### config.mk
export PLATFORM = sky130hd
export DESIGN_NAME = spi_target_ctrl
export DESIGN_NICKNAME = d
export VERILOG_FILES = /design/src/rtl/spi_pkg.sv /design/src/rtl/spi_sync.sv /design/src/rtl/spi_target_ctrl.sv
export SDC_FILE = /design/constraint.sdc
export NUM_CORES = 1
export LEC_CHECK = 0
export ABC_CLOCK_PERIOD_IN_PS = 4600
export CAP_MARGIN = 20
export CORE_UTILIZATION = 35
export DETAILED_ROUTE_END_ITERATION = 10
export DONT_BUFFER_PORTS = 1
export GPL_TIMING_DRIVEN = 0
export PLACE_DENSITY_LB_ADDON = 0.3
export SLEW_MARGIN = 20
export SYNTH_ARGS = -nofsm -noshare
export SYNTH_HDL_FRONTEND = slang
export SYNTH_SLANG_ARGS = --single-unit
### constraint.sdc
create_clock -name clk -period 4.6 [get_ports clk]
set_clock_uncertainty 0.2 [all_clocks]
set_input_delay 0.69 -clock clk [delete_from_list [all_inputs] [get_ports clk]]
set_output_delay 0.69 -clock clk [all_outputs]
set_load 0.01 [all_outputs]
### src/rtl/spi_pkg.sv
// Shared SPI mode definitions and helpers for the SPI target endpoint.
// Imported by the synchroniser and the controller top.
package spi_pkg;

  typedef struct packed {
    logic cpol;
    logic cpha;
  } spi_mode_t;

  localparam spi_mode_t MODE0 = '{cpol: 1'b0, cpha: 1'b0};
  localparam spi_mode_t MODE1 = '{cpol: 1'b0, cpha: 1'b1};
  localparam spi_mode_t MODE2 = '{cpol: 1'b1, cpha: 1'b0};
  localparam spi_mode_t MODE3 = '{cpol: 1'b1, cpha: 1'b1};

  // Word shifted out on MISO when the core had nothing ready.
  localparam logic [31:0] UNDERRUN_FILL = 32'hFFFF_FFFF;

  // 1 when MOSI is sampled on the rising sclk edge, 0 for the falling edge.
  function automatic logic sample_on_rise(input spi_mode_t mode);
    return ~(mode.cpol ^ mode.cpha);
  endfunction

endpackage

### src/rtl/spi_sync.sv
// Single-bit multi-flop synchroniser for asynchronous SPI pins.
// RESET_VAL lets each pin come out of reset at its idle level.
module spi_sync
  import spi_pkg::*;
#(
  parameter int   STAGES    = 2,
  parameter logic RESET_VAL = 1'b0
) (
  input  logic clk,
  input  logic rst_n,
  input  logic d_i,
  output logic q_o
);

  logic [STAGES-1:0] stage_q;

  always_ff @(posedge clk or negedge rst_n) begin
    if (!rst_n) begin
      stage_q <= {STAGES{RESET_VAL}};
    end else begin
      stage_q <= {stage_q[STAGES-2:0], d_i};
    end
  end

  assign q_o = stage_q[STAGES-1];

endmodule

### src/rtl/spi_target_ctrl.sv
// SPI target endpoint: oversampled pins, full-duplex word shifting, and
// valid/ready handshakes towards the core with overflow/underrun pulses.
module spi_target_ctrl
  import spi_pkg::*;
#(
  parameter int WIDTH       = 8,
  parameter int SYNC_STAGES = 2,
  parameter int CPOL        = 0,
  parameter int CPHA        = 0,
  parameter int MSB_FIRST   = 1
) (
  input  logic             clk,
  input  logic             rst_n,
  input  logic             cs_n,
  input  logic             sclk,
  input  logic             mosi,
  output logic             miso,
  output logic             miso_oe,
  output logic [WIDTH-1:0] rx_data,
  output logic             rx_val,
  input  logic             rx_rdy,
  input  logic [WIDTH-1:0] tx_data,
  input  logic             tx_val,
  output logic             tx_rdy,
  output logic             rx_ovf,
  output logic             tx_urun
);

  localparam int           CW          = $clog2(WIDTH);
  localparam logic [CW-1:0] CNT_LAST   = CW'(WIDTH - 1);
  localparam spi_mode_t    MODE        = '{cpol: 1'(CPOL), cpha: 1'(CPHA)};
  localparam logic         SAMPLE_RISE = sample_on_rise(MODE);
  localparam logic         LOAD_ON_CS  = (CPHA == 0);
  localparam logic         MSB         = (MSB_FIRST != 0);

  // Reset asserts asynchronously but releases on a clock edge.
  logic [1:0] rst_sync_q;
  logic       rst_int_n;

  always_ff @(posedge clk or negedge rst_n) begin
    if (!rst_n) begin
      rst_sync_q <= 2'b00;
    end else begin
      rst_sync_q <= {rst_sync_q[0], 1'b1};
    end
  end

  assign rst_int_n = rst_sync_q[1];

  logic sclk_s, cs_s, mosi_s;

  spi_sync #(.STAGES(SYNC_STAGES), .RESET_VAL(1'(CPOL))) u_sync_sclk (
    .clk  (clk),
    .rst_n(rst_int_n),
    .d_i  (sclk),
    .q_o  (sclk_s)
  );

  spi_sync #(.STAGES(SYNC_STAGES), .RESET_VAL(1'b1)) u_sync_cs (
    .clk  (clk),
    .rst_n(rst_int_n),
    .d_i  (cs_n),
    .q_o  (cs_s)
  );

  spi_sync #(.STAGES(SYNC_STAGES), .RESET_VAL(1'b0)) u_sync_mosi (
    .clk  (clk),
    .rst_n(rst_int_n),
    .d_i  (mosi),
    .q_o  (mosi_s)
  );

  logic             sclk_hist_q, cs_hist_q;
  logic [WIDTH-1:0] rx_sr_q, rx_sr_d;
  logic [CW-1:0]    cnt_q, cnt_d;
  logic [WIDTH-1:0] rx_data_q, rx_data_d;
  logic             rx_val_q, rx_val_d;
  logic             rx_ovf_q, rx_ovf_d;
  logic [WIDTH-1:0] tx_sr_q, tx_sr_d;
  logic [WIDTH-1:0] hold_q, hold_d;
  logic             hold_full_q, hold_full_d;
  logic             tx_urun_q, tx_urun_d;
  logic             miso_oe_q, miso_oe_d;

  logic sclk_rise, sclk_fall;
  logic sample_edge, shift_edge;
  logic cs_fall, cs_rise;
  logic tx_load;
  logic [WIDTH-1:0] rx_shifted, tx_shifted;

  assign sclk_rise   = sclk_s & ~sclk_hist_q;
  assign sclk_fall   = ~sclk_s & sclk_hist_q;
  // A chip-select rise masks any sclk edge seen in the same cycle.
  assign sample_edge = ~cs_s & (SAMPLE_RISE ? sclk_rise : sclk_fall);
  assign shift_edge  = ~cs_s & (SAMPLE_RISE ? sclk_fall : sclk_rise);
  assign cs_fall     = ~cs_s & cs_hist_q;
  assign cs_rise     = cs_s & ~cs_hist_q;

  assign tx_load = (LOAD_ON_CS & cs_fall) | (shift_edge & (cnt_q == '0));

  assign rx_shifted = MSB ? {rx_sr_q[WIDTH-2:0], mosi_s}
                          : {mosi_s, rx_sr_q[WIDTH-1:1]};
  assign tx_shifted = MSB ? {tx_sr_q[WIDTH-2:0], 1'b0}
                          : {1'b0, tx_sr_q[WIDTH-1:1]};

  always_comb begin
    rx_sr_d     = rx_sr_q;
    cnt_d       = cnt_q;
    rx_data_d   = rx_data_q;
    rx_val_d    = rx_val_q;
    rx_ovf_d    = 1'b0;
    tx_sr_d     = tx_sr_q;
    hold_d      = hold_q;
    hold_full_d = hold_full_q;
    tx_urun_d   = 1'b0;
    miso_oe_d   = ~cs_s;

    if (rx_val_q && rx_rdy) begin
      rx_val_d = 1'b0;
    end

    if (cs_rise) begin
      cnt_d   = '0;
      rx_sr_d = '0;
    end else if (sample_edge) begin
      rx_sr_d = rx_shifted;
      if (cnt_q == CNT_LAST) begin
        cnt_d     = '0;
        rx_data_d = rx_shifted;
        rx_val_d  = 1'b1;
        rx_ovf_d  = rx_val_q & ~rx_rdy;
      end else begin
        cnt_d = cnt_q + CW'(1);
      end
    end

    // An unfinished outgoing word is abandoned when the frame ends.
    if (cs_rise) begin
      tx_sr_d = '0;
    end else if (tx_load) begin
      if (hold_full_q) begin
        tx_sr_d     = hold_q;
        hold_full_d = 1'b0;
      end else begin
        tx_sr_d   = UNDERRUN_FILL[WIDTH-1:0];
        tx_urun_d = 1'b1;
      end
    end else if (shift_edge) begin
      tx_sr_d = tx_shifted;
    end

    if (tx_val && !hold_full_q) begin
      hold_d      = tx_data;
      hold_full_d = 1'b1;
    end
  end

  always_ff @(posedge clk or negedge rst_int_n) begin
    if (!rst_int_n) begin
      sclk_hist_q <= 1'(CPOL);
      cs_hist_q   <= 1'b1;
      rx_sr_q     <= '0;
      cnt_q       <= '0;
      rx_data_q   <= '0;
      rx_val_q    <= 1'b0;
      rx_ovf_q    <= 1'b0;
      tx_sr_q     <= '0;
      hold_q      <= '0;
      hold_full_q <= 1'b0;
      tx_urun_q   <= 1'b0;
      miso_oe_q   <= 1'b0;
    end else begin
      sclk_hist_q <= sclk_s;
      cs_hist_q   <= cs_s;
      rx_sr_q     <= rx_sr_d;
      cnt_q       <= cnt_d;
      rx_data_q   <= rx_data_d;
      rx_val_q    <= rx_val_d;
      rx_ovf_q    <= rx_ovf_d;
      tx_sr_q     <= tx_sr_d;
      hold_q      <= hold_d;
      hold_full_q <= hold_full_d;
      tx_urun_q   <= tx_urun_d;
      miso_oe_q   <= miso_oe_d;
    end
  end

  assign miso    = MSB ? tx_sr_q[WIDTH-1] : tx_sr_q[0];
  assign miso_oe = miso_oe_q;
  assign rx_data = rx_data_q;
  assign rx_val  = rx_val_q;
  assign rx_ovf  = rx_ovf_q;
  assign tx_rdy  = ~hold_full_q;
  assign tx_urun = tx_urun_q;

endmodule

==> reports/results.txt <==
Post-CTS Resized = 0
Clk buf depth = 2
Grt total ovfl = 0
DP Worst Slack = 2.79 ns
DR iter-0 viols = 28
Cts hold-fix bufs = 1
DR vias = 969
Crit end category = output pin
Drt pass-1 iters = 2
Ports = 29
Routed wire length = 2.87 mm
Syn Nets = 145
# diodes = 0
Top achievable clock speed = 490 MHz
Fin crit share = 0.444
Critical Path RT = 3.71 ns
Fin crit period = 2.04 ns
Kind of critical path = register to output pin
Clk pin slew, worst setup/hold paths = 0.09 ns
WL/cell = 13.9 µm
Pwr Density = 489 mW/mm²
Core Region = 0.00514 mm²
Storage element area = 0.00123 mm²
Setup TNS Final = 0 ns
Status = completed
Final worst slack = 2.56 ns
# rows = 26
Cells after Synth = 127
Clock Latency Late Sink = 0.30 ns
Most frequent cells in the layout = dfrtp_1 (45), mux2_2 (16), a22o_1 (9)
Antenna Nets Post-Route = 0
Post-CTS Setup Bufs = 0
Register bit total from synthesis = 49
Vias per cell = 4.68
Peak VDD IR = 0.164 mV
Final Max Tran Viols = 0
Startpoint types = register
Vias in the first global route = 1,006
Final Net Count = 154
Post-synthesis sequential area ratio = 0.655
Share of layout cells above drive strength 1 = 0.270
Die area = 0.00566 mm²
Commonest non-fill, non-tap cell in the layout = dfrtp_1
Sink Count = 49
Root buffer cell = clkbuf_8
Leakage = 0.967 nW
Max-slew headroom = 0.644
Initial core utilization = 0.365
Reported max-cap violation count = 0
CTS buffer count = 5
Synth cell types = 24
Die height = 75.3 µm
Die Wd = 75.3 µm
RSZ-0062 raised after global routing = no
Mean area per synthesized cell = 14.8 µm²
Synth Cell Area = 0.00188 mm²
Footprint of the multi-input gates = 612 µm²
Placer Congestion = 0.720
Worst Path Max Fanout = 10
Final instance count without filler cells = 207
CTS tree = yes
Worst-margin pin slew = 0.533 ns
Largest net degree at the start of global routing = 28
WP data arrival = 1.15 ns
Area delta synth->final = 11.7%
Endpoints failing setup = 0
Cell total after placement = 198
Warnings from Yosys = 0
Endpoints failing hold = 0
Initial antenna violation count = 0
Fillers = 507
CTS H-Tree Depth = 2
IO Port Bufs = 0
Total Routing Usage GR = 0.118
Worst min path class = register to asynchronous set/reset pin
First-pass GRT wire length = 4.75 mm
DRC viols = 0
Hpwl dp = 2.02 mm
[metal layers]
metal	global-route usage	share of wire	vias to the layer above
li1	-	-	462
met3	0.0442	0.054	9
met5	0	0	-
met1	0.152	0.45	472
met2	0.173	0.47	26
met4	0.0638	0.029	0
[cells by family (layout without fill, tap and decap cells)]
group	after synthesis	in the layout	synth area share
flip-flops	49	49	0.655
other	1	1	0.00200
adder cells (fa/ha/maj)	3	3	0.0200
AND/OR/NAND/NOR	19	19	0.0640
buffers and inverters	9	19	0.0193
AO/OA/AOI/OAI	23	23	0.107
multiplexers	23	23	0.133
[path summary, 6_finish.rpt]
check	start	endpoint	slack, ns	cells after the start
setup / recovery	hold_full_q	tx_rdy	2.56	2
hold / removal	rst_sync_q[1]	u_sync_mosi.stage_q[0]	0.03	0
setup reg to reg	cnt_q[0]	tx_sr_q[3]	2.81	5
hold reg to reg	rst_sync_q[1]	u_sync_mosi.stage_q[0]	0.03	0
max in group asynchronous	rst_sync_q[1]	cs_hist_q	3.61	1
min in group clk	u_sync_mosi.stage_q[0]	u_sync_mosi.stage_q[1]	0.16	0
[power by group]
group | internal (W) | switching [W] | leakage (nW)
clock | 0.000125 | 0.000140 | 0.0518
sequential | 0.000510 | 0.0000481 | 0.620
combinational | 0.000108 | 0.0000942 | 0.295
[layout make-up]
type                    count  share of cell area
well taps                  70              0.0418
plain buffers               3             0.00656
inverters                   6              0.0107
repair buffers              2              0.0143
multi-input cells          69               0.292
flip-flops and latches     49               0.587
clock inverters             2             0.00835
clock buffers               6              0.0394
[Yosys cell counts]
| master | count | share of area |
|---|---|---|
| o22a_1 | 1 | 0.0047 |
| mux2i_1 | 7 | 0.037 |
| clkbuf_1 | 1 | 0.0020 |
| nor2_1 | 4 | 0.0080 |
| dfstp_2 | 3 | 0.042 |
| nand2b_1 | 8 | 0.027 |
| nand2_1 | 1 | 0.0020 |
| o21ai_2 | 2 | 0.0093 |
| a21o_1 | 1 | 0.0040 |
| conb_1 | 1 | 0.0020 |
| a21oi_2 | 2 | 0.0093 |
| buf_2 | 2 | 0.0053 |
| o2bb2ai_1 | 8 | 0.037 |
| or3_1 | 1 | 0.0033 |
| or2_1 | 1 | 0.0033 |
| and2b_1 | 1 | 0.0040 |
| ha_1 | 3 | 0.020 |
| mux2_2 | 16 | 0.096 |
| a22o_1 | 9 | 0.042 |
| dfrtp_1 | 46 | 0.61 |
| nor2b_1 | 1 | 0.0033 |
| inv_1 | 6 | 0.012 |
| nand2_2 | 1 | 0.0033 |
| nor3b_4 | 1 | 0.010 |
[flip-flops by register name, indices dropped and copies added (netlist names)]
register and cells:
rst_sync_q 2, cnt_q 3, hold_full_q 1, rx_data 8, miso_oe 1, cs_hist_q 1, rx_sr_q 7, u_sync_cs.stage_q 2
rx_ovf 1, u_sync_mosi.stage_q 2, u_sync_sclk.stage_q 2, rx_val 1, tx_sr_q 8, sclk_hist_q 1, tx_urun 1, hold_q 8
[critical path, stage by stage, from the launching register on]
cell	delay, ns
dfrtp_1	0.35
clkbuf_1	0.33
inv_1	0.17
[stage by stage]
stage	hold slack [ns]	instance area, µm²	util	power, W
2_1_floorplan	0.131	1880	-	0.000725
3_3_place_gp	0.139	1970	0.382	0.000759
3_5_place_dp	0.0375	1990	0.387	0.000773
4_1_cts	0.0437	2100	0.408	0.00104
5_1_grt	0.0697	2100	0.408	0.00110
6_report	0.0266	2100	0.408	0.00103
Note: power is estimated with default switching activity, not from simulation.
